### src/rtl/keypad_scanner.sv
`timescale 1ns/1ps
`default_nettype none
// ---------------------------------------------------------------------------
// Module      : keypad_scanner
// Description : 4x3 matrix keypad scanner with row strobing, press/release
//               debounce and a one-cycle key strobe per accepted press.
// Revision    : 1.0 - initial release
// ---------------------------------------------------------------------------
module keypad_scanner #(
  parameter int SCAN_DIV = 1000,
  parameter int DEBOUNCE = 4
) (
  input  logic       clk,
  input  logic       reset,
  input  logic [2:0] col_n,
  output logic [3:0] row_n,
  output logic [3:0] key,
  output logic       key_valid,
  output logic       key_held
);

  localparam int               DIV_W     = $clog2(SCAN_DIV);
  localparam logic [DIV_W-1:0] c_div_max = DIV_W'(SCAN_DIV - 1);
  localparam logic [7:0]       c_deb     = 8'(DEBOUNCE);

  typedef enum logic [1:0] {
    ST_SCAN     = 2'd0,
    ST_DEBOUNCE = 2'd1,
    ST_EMIT     = 2'd2,
    ST_RELEASE  = 2'd3
  } state_t;

  logic [2:0]       r_col_meta;
  logic [2:0]       r_col_s;
  logic [DIV_W-1:0] r_div;
  state_t           r_state;
  logic [1:0]       r_row;
  logic [1:0]       r_cand;
  logic [7:0]       r_press_cnt;
  logic [7:0]       r_rel_cnt;
  logic [3:0]       r_key;
  logic             r_key_valid;
  logic             r_key_held;

  logic             w_tick;
  logic             w_none;
  logic             w_single;
  logic [1:0]       w_col_idx;
  logic [7:0]       w_press_next;
  logic [7:0]       w_rel_next;

  // Map a (row, column) position to its key code.
  function automatic logic [3:0] map_key(input logic [1:0] row, input logic [1:0] col);
    logic [3:0] code;
    if (row == 2'd3) begin
      case (col)
        2'd0:    code = 4'hA;
        2'd1:    code = 4'h0;
        default: code = 4'hB;
      endcase
    end else begin
      code = ({2'b00, row} * 4'd3) + {2'b00, col} + 4'd1;
    end
    return code;
  endfunction

  // Two-flop synchronizer for the asynchronous column lines.
  always_ff @(posedge clk or posedge reset) begin
    if (reset) begin
      r_col_meta <= 3'b111;
      r_col_s    <= 3'b111;
    end else begin
      r_col_meta <= col_n;
      r_col_s    <= r_col_meta;
    end
  end

  // Free-running row dwell divider; tick marks the last count.
  always_ff @(posedge clk or posedge reset) begin
    if (reset) begin
      r_div <= '0;
    end else if (r_div == c_div_max) begin
      r_div <= '0;
    end else begin
      r_div <= r_div + 1'b1;
    end
  end

  assign w_tick       = (r_div == c_div_max);
  assign w_press_next = r_press_cnt + 8'd1;
  assign w_rel_next   = r_rel_cnt + 8'd1;

  // Classify the synchronized column sample: none, single (with index) or multi.
  always_comb begin
    w_none    = (r_col_s == 3'b111);
    w_single  = 1'b0;
    w_col_idx = 2'd0;
    case (r_col_s)
      3'b110:  begin w_single = 1'b1; w_col_idx = 2'd0; end
      3'b101:  begin w_single = 1'b1; w_col_idx = 2'd1; end
      3'b011:  begin w_single = 1'b1; w_col_idx = 2'd2; end
      default: begin w_single = 1'b0; w_col_idx = 2'd0; end
    endcase
  end

  // Scan/debounce FSM with registered key, strobe and held outputs.
  always_ff @(posedge clk or posedge reset) begin
    if (reset) begin
      r_state     <= ST_SCAN;
      r_row       <= 2'd0;
      r_cand      <= 2'd0;
      r_press_cnt <= 8'd0;
      r_rel_cnt   <= 8'd0;
      r_key       <= 4'h0;
      r_key_valid <= 1'b0;
      r_key_held  <= 1'b0;
    end else begin
      r_key_valid <= 1'b0;
      case (r_state)
        ST_SCAN: begin
          if (w_tick) begin
            if (w_single) begin
              r_cand      <= w_col_idx;
              r_press_cnt <= 8'd1;
              if (c_deb == 8'd1) begin
                r_state     <= ST_EMIT;
                r_key       <= map_key(r_row, w_col_idx);
                r_key_valid <= 1'b1;
                r_key_held  <= 1'b1;
              end else begin
                r_state <= ST_DEBOUNCE;
              end
            end else begin
              r_row <= r_row + 2'd1;
            end
          end
        end
        ST_DEBOUNCE: begin
          if (w_tick) begin
            if (w_single && (w_col_idx == r_cand)) begin
              r_press_cnt <= w_press_next;
              if (w_press_next == c_deb) begin
                r_state     <= ST_EMIT;
                r_key       <= map_key(r_row, r_cand);
                r_key_valid <= 1'b1;
                r_key_held  <= 1'b1;
              end
            end else begin
              r_state     <= ST_SCAN;
              r_press_cnt <= 8'd0;
              r_row       <= r_row + 2'd1;
            end
          end
        end
        ST_EMIT: begin
          // Strobe lasts exactly this one cycle; wait for release from here.
          r_state   <= ST_RELEASE;
          r_rel_cnt <= 8'd0;
        end
        ST_RELEASE: begin
          if (w_tick) begin
            if (w_none) begin
              if (w_rel_next == c_deb) begin
                r_state     <= ST_SCAN;
                r_rel_cnt   <= 8'd0;
                r_press_cnt <= 8'd0;
                r_key_held  <= 1'b0;
                r_row       <= r_row + 2'd1;
              end else begin
                r_rel_cnt <= w_rel_next;
              end
            end else begin
              r_rel_cnt <= 8'd0;
            end
          end
        end
        default: begin
          r_state <= ST_SCAN;
        end
      endcase
    end
  end

  assign row_n     = ~(4'b0001 << r_row);
  assign key       = r_key;
  assign key_valid = r_key_valid;
  assign key_held  = r_key_held;

endmodule
`default_nettype wire
### config.mk
export PLATFORM = sky130hd
export DESIGN_NAME = keypad_scanner
export DESIGN_NICKNAME = d
export VERILOG_FILES = /design/src/rtl/keypad_scanner.sv
export SDC_FILE = /design/constraint.sdc
export NUM_CORES = 1
export LEC_CHECK = 0
export ABC_AREA = 1
export BUFFER_PORTS_ARGS = -buffer_cell sky130_fd_sc_hd__buf_2
export CAP_MARGIN = 0
export CORE_MARGIN = 1.5
export CORE_UTILIZATION = 25
export CTS_BUF_LIST = sky130_fd_sc_hd__clkbuf_16
export DETAILED_ROUTE_END_ITERATION = 6
export PLACE_DENSITY = 0.37
export SYNTH_ARGS = -nofsm -noshare
export SYNTH_HDL_FRONTEND = slang
export SYNTH_SLANG_ARGS = --single-unit
### constraint.sdc
create_clock -name clk -period 4.32 [get_ports clk]
set_input_delay 0.648 -clock clk [delete_from_list [all_inputs] [get_ports clk]]
set_output_delay 0.648 -clock clk [all_outputs]
set_load 0.01 [all_outputs]
* Yosys cells after proc, flatten, opt, wreduce, memory -nomap -nowiden
Index checks and enable logic that the tools add are counted.
** Word-level totals
- Input port bits :: 5
- Output and inout bits :: 10
- Word-level logic and storage cells :: 103
- Register bits after elaboration :: 44
** Cells by class
- Shifts and indexed selects :: 1
- Reduce and logical (&&, ||, !) cells :: 14
- $add $sub $neg :: 6
- Eq/ne operators :: 24
- Multiplexer cells :: 45
- Bitwise gates (word level) :: 1
- Multipliers :: 1
** Operator list (number)
- $mux W8 :: 10
- $mux W2 :: 15
- $pmux W8 S3 :: 1
- $reduce_and A7 Y1 :: 3
- $ne A2 B2 Y1 const B :: 10
- $add A8 B1 Y8 const B :: 2
- $eq A8 B3 Y1 const B :: 2
- $pmux W8 S2 :: 1
- $mux W1 :: 11
- $add A10 B1 Y10 const B :: 1
- $eq A10 B10 Y1 const B :: 1
- $mux W10 :: 1
- $eq A3 B3 Y1 const B :: 3
- $pmux W2 S4 :: 1
- $pmux W4 S2 :: 1
- $reduce_and A8 Y1 :: 1
- $eq A2 B2 Y1 const B :: 3
- $pmux W2 S3 :: 1
- $add A4 B1 Y4 const B :: 1
- $add A4 B2 Y4 :: 1
- $eq A2 B1 Y1 const B :: 2
- $logic_not A2 Y1 :: 2
- $mul A2 B2 Y4 const B :: 1
- $mux W4 :: 1
- 15 further kinds :: 16

* Logic depth before layout (Yosys ltp)
- Word-level depth :: 7
- Gate-level depth with buffers :: 14
- Mapped depth without buffers :: 14

* Worst setup path before layout
Ideal clock, no wire load.
- Path type :: register to register
- Start :: register r_row[0]
- End :: register r_key[2], in the netlist key[2]
- Stages on the path, launching flop included :: 6
- Path buffers :: 0
- Arrival :: 1.672 ns
- Library setup time :: 0.121 ns
- Path slack :: 2.527 ns
- Cells stage by stage :: dfrtp_1 -> fa_1 -> fa_1 -> o21ai_0 -> a21o_1 -> o21ai_1
** Between the ends
- Cells in the longest elaborated chain, start to end :: 4
- Elaborated cells on any way between the ends :: 5
- Those cells by class :: add/sub (2); mul (1); eq/ne (1); mux (1)
** Ends and longest elaborated chain
- from (decl) :: RTL line 37 : logic [1:0] r_row;
- from (signal assigned) :: RTL line 134 : r_row <= r_row + 2'd1;
- from (signal assigned) :: RTL line 151 : r_row <= r_row + 2'd1;
- from (signal assigned) :: RTL line 168 : r_row <= r_row + 2'd1;
- $mul A2 B2 Y4 :: RTL line 62 : code = ({2'b00, row} * 4'd3) + {2'b00, col} + 4'd1;
- $add A4 B2 Y4 :: RTL line 62
- $add A4 B1 Y4 :: RTL line 62
- $mux W4 * :: RTL line 55 : if (row == 2'd3) begin
- to (signal assigned) :: RTL line 127 : r_key <= map_key(r_row, w_col_idx);
- to (signal assigned) :: RTL line 144 : r_key <= map_key(r_row, r_cand);
- to (decl) :: RTL line 41 : logic [3:0] r_key;
Mark *: on every way between the ends. The rest lies on a longest branch, timed or not.
A chain may end at the register's enable or synchronous reset.

* Worst setup path after layout
- Start :: register r_col_s[0]
- End :: register r_key[2], in the netlist key[2]
** Between the ends
- Cells in the longest elaborated chain, start to end :: 5
- Elaborated cells on any way between the ends :: 9
- Those cells by class :: eq/ne (4); mux (2); reduce/logical (3)
** Ends and longest elaborated chain
- from (decl) :: RTL line 34 : logic [2:0] r_col_s;
- from (signal assigned) :: RTL line 74 : r_col_s <= r_col_meta;
- $eq A3 B2 Y1 or $eq A3 B3 Y1 (tied branches) :: RTL line 98 : case (r_col_s)
- $pmux W2 S2 or $reduce_or A3 Y1 (tied branches)
- $eq A2 B2 Y1 or $mux W1 (tied branches) :: RTL line 140, 98
- $logic_and A1 B1 Y1 * :: RTL line 140 : if (w_single && (w_col_idx == r_cand)) begin
- $reduce_and A4 Y1 (no line) *
Marks and branches as above.

==> summary.md <==
| Metric | Value |
|---|---|
| Max H-tree Level | 2 |
| Hold Buf Count CTS | 0 |
| Post-synth cell types | 34 |
| Number of synthesis warnings | 0 |
| Drt first pass iters | 4 |
| Final cell count without fillers | 488 |
| Cts repair resizes | 0 |
| Drt wl/cell | 11.4 um |
| RSZ-0062 raised after global routing | no |
| Top-area cell type share of the netlist area | 36.5% |
| Final Hold Viols | 0 |
| Routed via count | 2119 |
| CP top delay family | simple AND/OR/NAND/NOR gates |
| Final Max Slew Viols | 0 |
| Clock transition at the registers of the reported paths | 0.06 ns |
| Die width | 105 um |
| Post-CTS Setup Bufs | 0 |
| Layout Skew | 0.00388 ns |
| Final setup violation count | 0 |
| Pwr/cell area | 292 nW/um2 |
| Period utilisation layout | 47.1% |
| Core Area | 10200 um2 |
| Rows | 37 |
| Most frequent cell after synthesis | nand2_1 |
| Total Neg Setup Slack | 0 ns |
| Die Y | 105 um |
| Synthesized area | 2600 um2 |
| Worst path max stage delay | 0.57 ns |
| Max transition margin | 36.2% |
| Top post-synthesis cells by count | nand2_1, inv_1, dfrtp_1 |
| Die area | 11000 um2 |
| Layout cells sized above 1 | 14.2% |
| Final instance area | 2990 um2 |
| Final min period | 2.04 ns |
| Bufs and invs on worst path | 0 |
| Port buffer count | 14 |
| Placed wire-length estimate | 4000 um |
| Max Cap Violations | 0 |
| Vias/cell | 4.34 |
| Ys async rst share | 100% |
| Leakage | 1.47 nW |
| Clk buf depth | 2 |
| Post-Place Cell Area | 2820 um2 |
| Drt total wl | 5540 um |
| Worst path arrival time | 2.21 ns |
| CTS Root Cell | clkbuf_16 |
| Status | finished clean |
| GR Overflow Total | 0 |
| Initial drt markers | 64 |
| Post-DRT Antenna Nets | 0 |
| WP data required | 4.49 ns |
| #FFs+latches synth | 44 |
| Residual DRC count | 0 |
| Crit Path Max Fanout | 13 |
| Clk sinks | 44 |
| Syn avg cell area | 7.82 um2 |
| Seq/Total Area, Yosys | 42.6% |
| Synth area leaders | dfrtp_1, nand2_1, inv_1 |
| Critical-path cell list | nand3_1, o211ai_2, nand3_1, nor2_2, nand3_1, nand2_1, o21ai_1 |
| Cts bufs inserted | 5 |
| TritonCTS clock tree | built |
| Post-synth top area cell | dfrtp_1 |
| Peak supply drop | 0.147 mV |
| Pwr Total | 874 uW |
| Fmax | 0.491 GHz |
| Worst skew pair latency | 0.28 ns |
| HP Class | register to register |
| Critical path capture point type | register |
| Mapped Cells | 333 |
| Nets | 369 |
| Tightest Pin Transition | 0.956 ns |
| Crit Path Class | register to register |
| Synth Net Count | 351 |
| Ys flop type | dfrtp_1 |
| Top cell by count, worst path | nand3_1 |
| First-pass GRT wire length | 9890 um |
| Number of enable flip-flop cells after synthesis | 0 |
| Placed cell count | 480 |
| Fill count | 1120 |
| Initial antenna violation count | 0 |
| Slowest cell on crit path | dfstp_2 |
| Crit path launch type | register |
| Largest net degree at the start of global routing | 45 |
| Initial Util | 25.4% |
| Ports | 15 |
| ANT cells | 0 |
| Vias in the first global route | 2077 |
| Area Overhead vs Synth | 14.8% |
| GRT Overall Usage | 11.2% |
| Util after Layout | 29.2% |
| GPL Wtd Cong | 0.740 |
## kinds of logic (layout without fill, tap and decap cells)
family          after synthesis  in the layout  share of synthesized area [%]
compound gates               43             43                           9.95
flops                        44             44                           42.6
buf+inv                      60             79                           9.13
simple gates                169            169                           30.2
fa+ha+maj                    13             13                           6.82
xor+xnor                      4              4                           1.35
## worst paths after layout
check / from / depth (start not counted) / end / slack [ns]
worst min-delay path: r_col_meta[0] / 0 / r_col_s[0] / 0.36
min in group asynchronous: reset / 2 / r_div[2] / 0.58
worst min register to register: r_col_meta[0] / 0 / r_col_s[0] / 0.36
worst max-delay path: r_col_s[0] / 7 / key[2] / 2.28
worst max register to register: r_col_s[0] / 7 / key[2] / 2.28
max in group asynchronous: reset / 2 / key[1] / 3.15
## area by class of cell
type	count	area [um2]	share of cell area (%)
Clock buffer	5	125	4.19
Clock inverter	3	42.5	1.42
Inverter	57	214	7.16
Multi-Input combinational cell	229	1260	42.1
Sequential cell	44	1110	37.1
Tap cell	136	170	5.70
Timing Repair Buffer	14	70.1	2.35
## worst reg2reg max path, stage by stage, from the launching register on
cell	delay, ns
dfstp_2	0.57
nand3_1	0.20
o211ai_2	0.20
nand3_1	0.13
nor2_2	0.44
nand3_1	0.23
nand2_1	0.09
o21ai_1	0.06
## flip-flops by register name (all words and copies together), names as in the netlist, named ones only
| name | count |
|---|---|
| r_col_meta | 3 |
| key | 4 |
| r_div | 10 |
| r_state | 1 |
| r_row | 2 |
| key_valid | 1 |
| r_rel_cnt | 8 |
| r_cand | 2 |
| r_col_s | 3 |
| r_press_cnt | 8 |
| key_held | 1 |
## cell usage in the layout (no fill, tap or decap), types with 3 or more instances in the layout
cell type and instances:
a21oi_1 10, nor3_1 4, dfrtp_1 38, inv_1 55
o21ai_0 19, clkbuf_16 5, xor2_1 3, ha_1 11
nor2_2 5, nand4_1 12, nand3_1 30, dfstp_2 6
nor2_1 18, o21ai_2 8, buf_2 14, nand2_1 89
## routing by layer
layer | global-route usage (%) | up-vias | wire length, um
met4 | 3.52 | 0 | 61
li1 | - | 1110 | -
met3 | 2.56 | 5 | 167
met5 | 0 | - | 0
met1 | 14.8 | 982 | 2720
met2 | 18.1 | 22 | 2590
## through the flow
stage,hold slack (ns),worst slack (ns)
2_1_floorplan,0.345,2.53
3_3_place_gp,0.346,2.21
3_5_place_dp,0.348,2.22
4_1_cts,0.358,2.21
5_1_grt,0.359,1.96
6_report,0.356,2.28
## where the power goes
group / switching, mW / internal (mW)
Combinational: 0.0136 / 0.00383
Clock: 0.165 / 0.272
Sequential: 0.00199 / 0.417
Total: 0.181 / 0.693
Note: power is estimated with default switching activity, not from simulation.
